### src/rtl/core_event_tracker_if.sv
// ---------------------------------------------------------------------------
// core_event_tracker_if
// Groups the per-instruction event stream of the core and the tracker's
// status outputs into one bundle.
//   master : the event producer (core / bench) drives the *_valid_i/*_id_i
//            events and observes the status.
//   slave  : the tracker consumes the events and drives the status.
// Events : dec/iss/wb/cmt/sq, each a valid bit plus an ID_W-bit id.
// Status : err_o (sticky), err_code_o, err_id_o, inflight_o, commit_cnt_o.
// ---------------------------------------------------------------------------
interface core_event_tracker_if #(
    parameter int NB_ID = 32
) ();
    localparam int ID_W = $clog2(NB_ID);

    logic            dec_valid_i;
    logic [ID_W-1:0] dec_id_i;
    logic            iss_valid_i;
    logic [ID_W-1:0] iss_id_i;
    logic            wb_valid_i;
    logic [ID_W-1:0] wb_id_i;
    logic            cmt_valid_i;
    logic [ID_W-1:0] cmt_id_i;
    logic            sq_valid_i;
    logic [ID_W-1:0] sq_id_i;

    logic            err_o;
    logic [2:0]      err_code_o;
    logic [ID_W-1:0] err_id_o;
    logic [ID_W:0]   inflight_o;
    logic [63:0]     commit_cnt_o;

    modport master (
        output dec_valid_i, dec_id_i, iss_valid_i, iss_id_i,
               wb_valid_i, wb_id_i, cmt_valid_i, cmt_id_i,
               sq_valid_i, sq_id_i,
        input  err_o, err_code_o, err_id_o, inflight_o, commit_cnt_o
    );

    modport slave (
        input  dec_valid_i, dec_id_i, iss_valid_i, iss_id_i,
               wb_valid_i, wb_id_i, cmt_valid_i, cmt_id_i,
               sq_valid_i, sq_id_i,
        output err_o, err_code_o, err_id_o, inflight_o, commit_cnt_o
    );
endinterface

### src/rtl/core_event_tracker.sv
// ---------------------------------------------------------------------------
// core_event_tracker
// In-order lifecycle checker for the core's instruction event stream. Keeps a
// circular window of NB_ID in-flight ids (FREE/DEC/ISS/WB per entry), checks
// every decode/issue/write-back/commit/squash against the entry's state at the
// start of the cycle, latches the first violation and counts legal commits.
// Ports:
//   clk_i   : clock
//   rst_ni  : asynchronous active-low reset
//   ev      : core_event_tracker_if.slave (events in, status out)
// All status outputs are registered; a cycle-N event shows up in cycle N+1.
// ---------------------------------------------------------------------------
module core_event_tracker #(
    parameter int NB_ID = 32
) (
    input  logic                 clk_i,
    input  logic                 rst_ni,
    core_event_tracker_if.slave  ev
);
    localparam int ID_W = $clog2(NB_ID);

    localparam logic [2:0] C_NONE      = 3'd0;
    localparam logic [2:0] C_DEC_ORDER = 3'd1;
    localparam logic [2:0] C_FULL      = 3'd2;
    localparam logic [2:0] C_ISS_STATE = 3'd3;
    localparam logic [2:0] C_WB_STATE  = 3'd4;
    localparam logic [2:0] C_CMT_ORDER = 3'd5;
    localparam logic [2:0] C_CMT_STATE = 3'd6;
    localparam logic [2:0] C_SQ_RANGE  = 3'd7;

    localparam logic [ID_W:0] FULL_CNT = (ID_W+1)'(NB_ID);

    typedef enum logic [1:0] {
        ST_FREE = 2'd0,
        ST_DEC  = 2'd1,
        ST_ISS  = 2'd2,
        ST_WB   = 2'd3
    } ent_state_e;

    ent_state_e      ent_q [NB_ID];
    ent_state_e      ent_d [NB_ID];
    logic [ID_W:0]   head_q, head_d;
    logic [ID_W:0]   tail_q, tail_d;
    logic [ID_W:0]   inflight_q, inflight_d;
    logic [63:0]     cnt_q, cnt_d;
    logic            err_q, err_d;
    logic [2:0]      code_q, code_d;
    logic [ID_W-1:0] eid_q, eid_d;

    // Per-event legality, computed from start-of-cycle state.
    logic            cmt_legal, wb_legal, iss_legal, dec_legal, sq_legal;
    logic [2:0]      cmt_code, wb_code, iss_code, dec_code, sq_code;
    logic [ID_W:0]   head_nx, tail_nx, span, inflight_eff;
    logic [ID_W-1:0] sq_off;
    logic [NB_ID-1:0] sq_hit;

    always_comb begin
        cmt_legal = 1'b0;
        cmt_code  = C_NONE;
        if (ev.cmt_valid_i) begin
            if (ev.cmt_id_i != head_q[ID_W-1:0])      cmt_code  = C_CMT_ORDER;
            else if (ent_q[ev.cmt_id_i] != ST_WB)     cmt_code  = C_CMT_STATE;
            else                                      cmt_legal = 1'b1;
        end

        wb_legal = 1'b0;
        wb_code  = C_NONE;
        if (ev.wb_valid_i) begin
            if (ent_q[ev.wb_id_i] == ST_ISS) wb_legal = 1'b1;
            else                             wb_code  = C_WB_STATE;
        end

        iss_legal = 1'b0;
        iss_code  = C_NONE;
        if (ev.iss_valid_i) begin
            if (ent_q[ev.iss_id_i] == ST_DEC) iss_legal = 1'b1;
            else                              iss_code  = C_ISS_STATE;
        end

        head_nx = head_q + (ID_W+1)'(cmt_legal);

        // A commit in the same cycle frees a slot for the decode.
        inflight_eff = tail_q - head_q - (ID_W+1)'(cmt_legal);
        dec_legal = 1'b0;
        dec_code  = C_NONE;
        if (ev.dec_valid_i) begin
            if (inflight_eff == FULL_CNT)               dec_code  = C_FULL;
            else if (ev.dec_id_i != tail_q[ID_W-1:0])   dec_code  = C_DEC_ORDER;
            else                                        dec_legal = 1'b1;
        end
        tail_nx = tail_q + (ID_W+1)'(dec_legal);

        // Squash range is judged in offsets from the post-commit head, which
        // makes the wrapped window a plain unsigned compare.
        sq_off   = ev.sq_id_i - head_nx[ID_W-1:0];
        span     = tail_nx - head_nx;
        sq_legal = ev.sq_valid_i && ({1'b0, sq_off} < span);
        sq_code  = (ev.sq_valid_i && !sq_legal) ? C_SQ_RANGE : C_NONE;
    end

    // Entries at or beyond the squash point (up to tail'-1) are released.
    for (genvar gi = 0; gi < NB_ID; gi++) begin : g_sq
        logic [ID_W-1:0] ent_off;
        assign ent_off    = ID_W'(gi) - head_nx[ID_W-1:0];
        assign sq_hit[gi] = sq_legal
                         && ({1'b0, ent_off} >= {1'b0, sq_off})
                         && ({1'b0, ent_off} < span);
    end

    always_comb begin
        ent_d = ent_q;
        // Application order matters: commit, wb, issue, decode, then squash
        // overrides everything it covers.
        if (cmt_legal) ent_d[ev.cmt_id_i]       = ST_FREE;
        if (wb_legal)  ent_d[ev.wb_id_i]        = ST_WB;
        if (iss_legal) ent_d[ev.iss_id_i]       = ST_ISS;
        if (dec_legal) ent_d[tail_q[ID_W-1:0]]  = ST_DEC;
        for (int i = 0; i < NB_ID; i++) begin
            if (sq_hit[i]) ent_d[i] = ST_FREE;
        end

        head_d = head_nx;
        tail_d = sq_legal ? (head_nx + {1'b0, sq_off}) : tail_nx;
        inflight_d = tail_d - head_d;
        cnt_d  = cnt_q + 64'(cmt_legal);

        err_d  = err_q;
        code_d = code_q;
        eid_d  = eid_q;
        if (!err_q) begin
            // Lowest code wins among same-cycle violations.
            if (dec_code != C_NONE) begin
                err_d = 1'b1; code_d = dec_code; eid_d = ev.dec_id_i;
            end else if (iss_code != C_NONE) begin
                err_d = 1'b1; code_d = iss_code; eid_d = ev.iss_id_i;
            end else if (wb_code != C_NONE) begin
                err_d = 1'b1; code_d = wb_code;  eid_d = ev.wb_id_i;
            end else if (cmt_code != C_NONE) begin
                err_d = 1'b1; code_d = cmt_code; eid_d = ev.cmt_id_i;
            end else if (sq_code != C_NONE) begin
                err_d = 1'b1; code_d = sq_code;  eid_d = ev.sq_id_i;
            end
        end
    end

    always_ff @(posedge clk_i or negedge rst_ni) begin
        if (!rst_ni) begin
            for (int i = 0; i < NB_ID; i++) ent_q[i] <= ST_FREE;
            head_q     <= '0;
            tail_q     <= '0;
            inflight_q <= '0;
            cnt_q      <= '0;
            err_q      <= 1'b0;
            code_q     <= C_NONE;
            eid_q      <= '0;
        end else begin
            ent_q      <= ent_d;
            head_q     <= head_d;
            tail_q     <= tail_d;
            inflight_q <= inflight_d;
            cnt_q      <= cnt_d;
            err_q      <= err_d;
            code_q     <= code_d;
            eid_q      <= eid_d;
        end
    end

    assign ev.err_o        = err_q;
    assign ev.err_code_o   = code_q;
    assign ev.err_id_o     = eid_q;
    assign ev.inflight_o   = inflight_q;
    assign ev.commit_cnt_o = cnt_q;
endmodule

### src/flat_wrapper.sv
// flat-port wrapper written by rule: the top's interface ports become plain ports
module core_event_tracker_flat 
#(
    parameter int NB_ID = 32
)
  (clk_i, rst_ni, ev_dec_valid_i, ev_dec_id_i, ev_iss_valid_i, ev_iss_id_i, ev_wb_valid_i, ev_wb_id_i, ev_cmt_valid_i, ev_cmt_id_i, ev_sq_valid_i, ev_sq_id_i, ev_err_o, ev_err_code_o, ev_err_id_o, ev_inflight_o, ev_commit_cnt_o);
  core_event_tracker_if #(.NB_ID(NB_ID)) ev_i ();
  input  logic clk_i;
  input  logic rst_ni;
  input wire logic [$bits(ev_i.dec_valid_i)-1:0] ev_dec_valid_i;
  input wire logic [$bits(ev_i.dec_id_i)-1:0] ev_dec_id_i;
  input wire logic [$bits(ev_i.iss_valid_i)-1:0] ev_iss_valid_i;
  input wire logic [$bits(ev_i.iss_id_i)-1:0] ev_iss_id_i;
  input wire logic [$bits(ev_i.wb_valid_i)-1:0] ev_wb_valid_i;
  input wire logic [$bits(ev_i.wb_id_i)-1:0] ev_wb_id_i;
  input wire logic [$bits(ev_i.cmt_valid_i)-1:0] ev_cmt_valid_i;
  input wire logic [$bits(ev_i.cmt_id_i)-1:0] ev_cmt_id_i;
  input wire logic [$bits(ev_i.sq_valid_i)-1:0] ev_sq_valid_i;
  input wire logic [$bits(ev_i.sq_id_i)-1:0] ev_sq_id_i;
  output wire logic [$bits(ev_i.err_o)-1:0] ev_err_o;
  output wire logic [$bits(ev_i.err_code_o)-1:0] ev_err_code_o;
  output wire logic [$bits(ev_i.err_id_o)-1:0] ev_err_id_o;
  output wire logic [$bits(ev_i.inflight_o)-1:0] ev_inflight_o;
  output wire logic [$bits(ev_i.commit_cnt_o)-1:0] ev_commit_cnt_o;
  assign ev_i.dec_valid_i = ev_dec_valid_i;
  assign ev_i.dec_id_i = ev_dec_id_i;
  assign ev_i.iss_valid_i = ev_iss_valid_i;
  assign ev_i.iss_id_i = ev_iss_id_i;
  assign ev_i.wb_valid_i = ev_wb_valid_i;
  assign ev_i.wb_id_i = ev_wb_id_i;
  assign ev_i.cmt_valid_i = ev_cmt_valid_i;
  assign ev_i.cmt_id_i = ev_cmt_id_i;
  assign ev_i.sq_valid_i = ev_sq_valid_i;
  assign ev_i.sq_id_i = ev_sq_id_i;
  assign ev_err_o = ev_i.err_o;
  assign ev_err_code_o = ev_i.err_code_o;
  assign ev_err_id_o = ev_i.err_id_o;
  assign ev_inflight_o = ev_i.inflight_o;
  assign ev_commit_cnt_o = ev_i.commit_cnt_o;
  core_event_tracker #(.NB_ID(NB_ID)) u_core (.clk_i(clk_i), .rst_ni(rst_ni), .ev(ev_i));
endmodule
### config.mk
export PLATFORM = sky130hd
export DESIGN_NAME = core_event_tracker_flat
export DESIGN_NICKNAME = d
export VERILOG_FILES = /design/src/rtl/core_event_tracker_if.sv /design/src/rtl/core_event_tracker.sv /design/src/flat_wrapper.sv
export SDC_FILE = /design/constraint.sdc
export NUM_CORES = 1
export LEC_CHECK = 0
export BUFFER_PORTS_ARGS = -buffer_cell sky130_fd_sc_hd__buf_2
export CORE_MARGIN = 1
export CORE_UTILIZATION = 59
export CTS_BUF_LIST = sky130_fd_sc_hd__clkbuf_16
export CTS_CLUSTER_DIAMETER = 150
export CTS_CLUSTER_SIZE = 24
export DETAILED_ROUTE_END_ITERATION = 6
export PLACE_DENSITY = 0.79
export SLEW_MARGIN = 0
export SYNTH_ARGS = -nofsm -noshare
export SYNTH_HDL_FRONTEND = slang
export SYNTH_SLANG_ARGS = --single-unit
### constraint.sdc
create_clock -name clk_i -period 13.55 [get_ports clk_i]
set_clock_uncertainty 0.05 [all_clocks]
set_input_delay 1.355 -clock clk_i [delete_from_list [all_inputs] [get_ports clk_i]]
set_output_delay 1.355 -clock clk_i [all_outputs]
set_load 0.1 [all_outputs]
==> flow_metrics.py <==
metrics = {
    "critical_path": {
        "crit_arrival_ns": 10.72,
        "crit_path_end_kind": "flop",
        "path_common_cell": "ha_1",
        "max_stage_delay_ns": 0.75,
        "crit_buf_inv": 5,
        "cp_top_family": "adder cells",
        "worst-setup-path-type": "in -> reg",
        "required_ns": 13.85,
        "cp-start-kind": "input port",
        "critPathMaxFanout": 41,
        "slowest_stage": "xnor2_1",
    },
    "logic_synthesis": {
        "synth_cells": 1580,
        "synth-seq-cells": 155,
        "async_flop_share_pct": 100.0,
        "synth.cell_area_um2": 14070,
        "ys_warn_count": 0,
        "synth.net_count": 1784,
        "syn_area_per_cell_um2": 8.903,
        "synth.distinct_cells": 81,
        "synth_edf_count": 0,
        "yosysTopAreaCell": "dfrtp_1",
        "ys_top_cells_by_count": "ha_1, dfrtp_1, a21oi_1",
        "synthFlopType": "dfrtp_1",
        "synth.most_common_cell": "ha_1",
        "synth_top_area_share_pct": 27.57,
        "ys_top_cells_by_area": "dfrtp_1, ha_1, mux2i_1, a21oi_1, xnor2_1",
        "ys_seq_area_share_pct": 27.57,
    },
    "cts": {
        "postCtsSetupBuffers": 0,
        "hold_buffers": 0,
        "cts_tree": "done",
        "cts.sinks": 155,
        "cts_resized": 0,
        "clock_latency_ns": 0.43,
        "cts_max_level": 4,
        "cts_buffers": 17,
        "clockBufferDepth": 2,
        "path_clk_slew_ns": 0.07,
        "root_buffer": "clkbuf_16",
    },
    "global_routing": {
        "grt_pass1_vias": 12470,
        "overflow": 0,
        "grt_max_degree": 92,
        "grtUsageTotal_pct": 38.35,
        "antenna_found_initial": 0,
        "grt_pass1_wl_um": 71570,
    },
    "routing": {
        "wl_met3_um": 4556,
        "viasPerCell": 6.636,
        "drtAntennaViolNets": 0,
        "drc": 0,
        "detail_route.iter0.violations": 1515,
        "wl_met1_um": 19250,
        "vias": 13180,
        "wl_um": 46250,
        "wl_met2_um": 20120,
        "first_pass_iters": 6,
        "top_layer": "met4",
        "wl_per_cell_um": 23.29,
    },
    "floorplanning": {
        "rows": 56,
        "design.core.area_um2": 23400,
        "initial_utilization_pct": 60.11,
        "pin_count": 111,
        "die-area_um2": 24460,
        "dieWidth_um": 156.4,
        "die_h_um": 156.4,
    },
    "layout": {
        "nNetsFinal": 1858,
        "layout-drive-gt1-share_pct": 12.12,
        "area_growth_pct": 9.909,
        "final_util_pct": 66.07,
        "final.fill_count": 1937,
        "antenna_cells": 0,
        "layout.cells.non_filler": 1986,
    },
    "sta": {
        "hold_viol": 0,
        "maxSlewHeadroom_pct": 20.86,
        "max_freq_ghz": 0.09604,
        "fin_crit_sh_pct": 76.84,
        "setup_viol": 0,
        "period_minus_slack_ns": 10.41,
        "tightest_slew_ns": 1.181,
        "layout_setup_ws_ns": 3.138,
        "setup_tns_ns": 0,
        "final_max_slew_viol_count": 0,
        "grt_setup_unrepaired": "false",
    },
    "status": {
        "outcome": "finished clean",
    },
    "power": {
        "ir_worst_vdd_mv": 0.1325,
        "leakagePower_uw": 0.007371,
        "total_power_uw": 2472,
        "cellPowerDensity_nw_per_um2": 159.9,
    },
    "run": {
        "drv_cap": 0,
    },
    "placement": {
        "hpwlAfterDp_um": 34530,
        "place_ws_ns": 2.831,
        "dp.cells": 1954,
        "port_buffers": 110,
        "routabilityCongestion": 1.019,
    },
    "min_path": {
        "hold_class": "reg -> reg",
    },
}
-- cell usage in the layout (no fill, tap or decap), drive strengths merged, types with 13 or more instances in the layout --
| cell | n |
|---|---|
| nor3 | 55 |
| ha | 166 |
| nor2 | 121 |
| o21ai | 23 |
| a211oi | 40 |
| nand2b | 14 |
| nand4 | 19 |
| o211ai | 13 |
| inv | 101 |
| dfrtp | 155 |
| a22oi | 35 |
| a21o | 56 |
| clkbuf | 17 |
| nand2 | 108 |
| buf | 128 |
| xnor2 | 77 |
| mux2i | 79 |
| o22ai | 13 |
| xor2 | 41 |
| a21oi | 143 |
| mux2 | 15 |
| nand3 | 41 |
-- where the power goes --
group	leakage (uW)	switching, uW	internal, uW
Combinational	0.00500	830	490
Clock	0.000295	226	280
Sequential	0.00207	117	529
Total	0.00737	1170	1300
-- worst reg2reg max path, delay by kind of cell, from the launching register on --
| kind | cells | cell delay, ns |
|---|---|---|
| muxes | 2 | 0.76 |
| AOI/OAI and AO/OA | 11 | 2.15 |
| xor gates and xnor gates | 2 | 0.90 |
| DFF | 1 | 0.52 |
| and+or+nand+nor | 8 | 1.93 |
| buffers and inverters | 4 | 0.60 |
| adders and majority gates | 7 | 2.25 |
-- final timing paths --
path / from / cells after the start / to / slack (ns)
worst max-delay path: ev_cmt_id_i[1] / 35 / u_core.ev.inflight_o[5]$_DFF_PN0_ / 3.14
worst min-delay path: u_core.ev.commit_cnt_o[42]$_DFF_PN0_ / 1 / u_core.ev.commit_cnt_o[42]$_DFF_PN0_ / 0.43
worst max register to register: u_core.ent_q[23]$_DFF_PN0_ / 34 / u_core.ev.inflight_o[5]$_DFF_PN0_ / 4.36
worst min register to register: u_core.ev.commit_cnt_o[42]$_DFF_PN0_ / 1 / u_core.ev.commit_cnt_o[42]$_DFF_PN0_ / 0.43
max in group asynchronous: rst_ni / 2 / u_core.ent_q[24]$_DFF_PN0_ / 11.11
min in group asynchronous: rst_ni / 1 / u_core.ev.commit_cnt_o[10]$_DFF_PN0_ / 0.93
-- state kept, by name (all words and copies together) (netlist names) --
name,cells
u_core.ev.err_code_o,3
u_core.ev.err_o,1
u_core.tail_q,6
u_core.ev.err_id_o,5
u_core.ent_q,64
u_core.ev.commit_cnt_o,64
u_core.head_q,6
u_core.ev.inflight_o,6
-- logic make-up (layout without fill, tap and decap cells) --
family | Yosys count | count (layout) | share of synthesized area (%)
simple gates | 455 | 455 | 16.49
compound gates | 404 | 404 | 19.46
xor+xnor | 118 | 118 | 7.347
mux | 103 | 103 | 8.316
fa+ha+maj | 174 | 174 | 15.76
buf+inv | 171 | 258 | 5.052
flops | 155 | 155 | 27.57
-- layout make-up --
type | instances | area [um^2] | area share, %
Inverter | 98 | 367.9 | 2.379
Tap cell | 319 | 399.1 | 2.582
Timing Repair Buffer | 128 | 691.9 | 4.475
Sequential cell | 155 | 3879 | 25.09
Clock inverter | 15 | 182.7 | 1.182
Clock buffer | 17 | 425.4 | 2.751
Multi-Input combinational cell | 1254 | 9515 | 61.54
-- routing by layer --
layer | global-route usage [%] | up-vias
met5 | 0 | -
li1 | - | 5941
met2 | 59.55 | 760
met3 | 8.419 | 182
met1 | 50.61 | 6297
met4 | 18.30 | 0
-- per-stage QoR --
stage	hold slack (ns)	instance area [um^2]
global placement	0.4080	14850
floorplan	0.5033	14070
detailed placement	0.4254	14850
global route	0.4516	15460
finish	0.4294	15460
CTS	0.4345	15460
No activity file was read; power rests on OpenSTA's default activity.
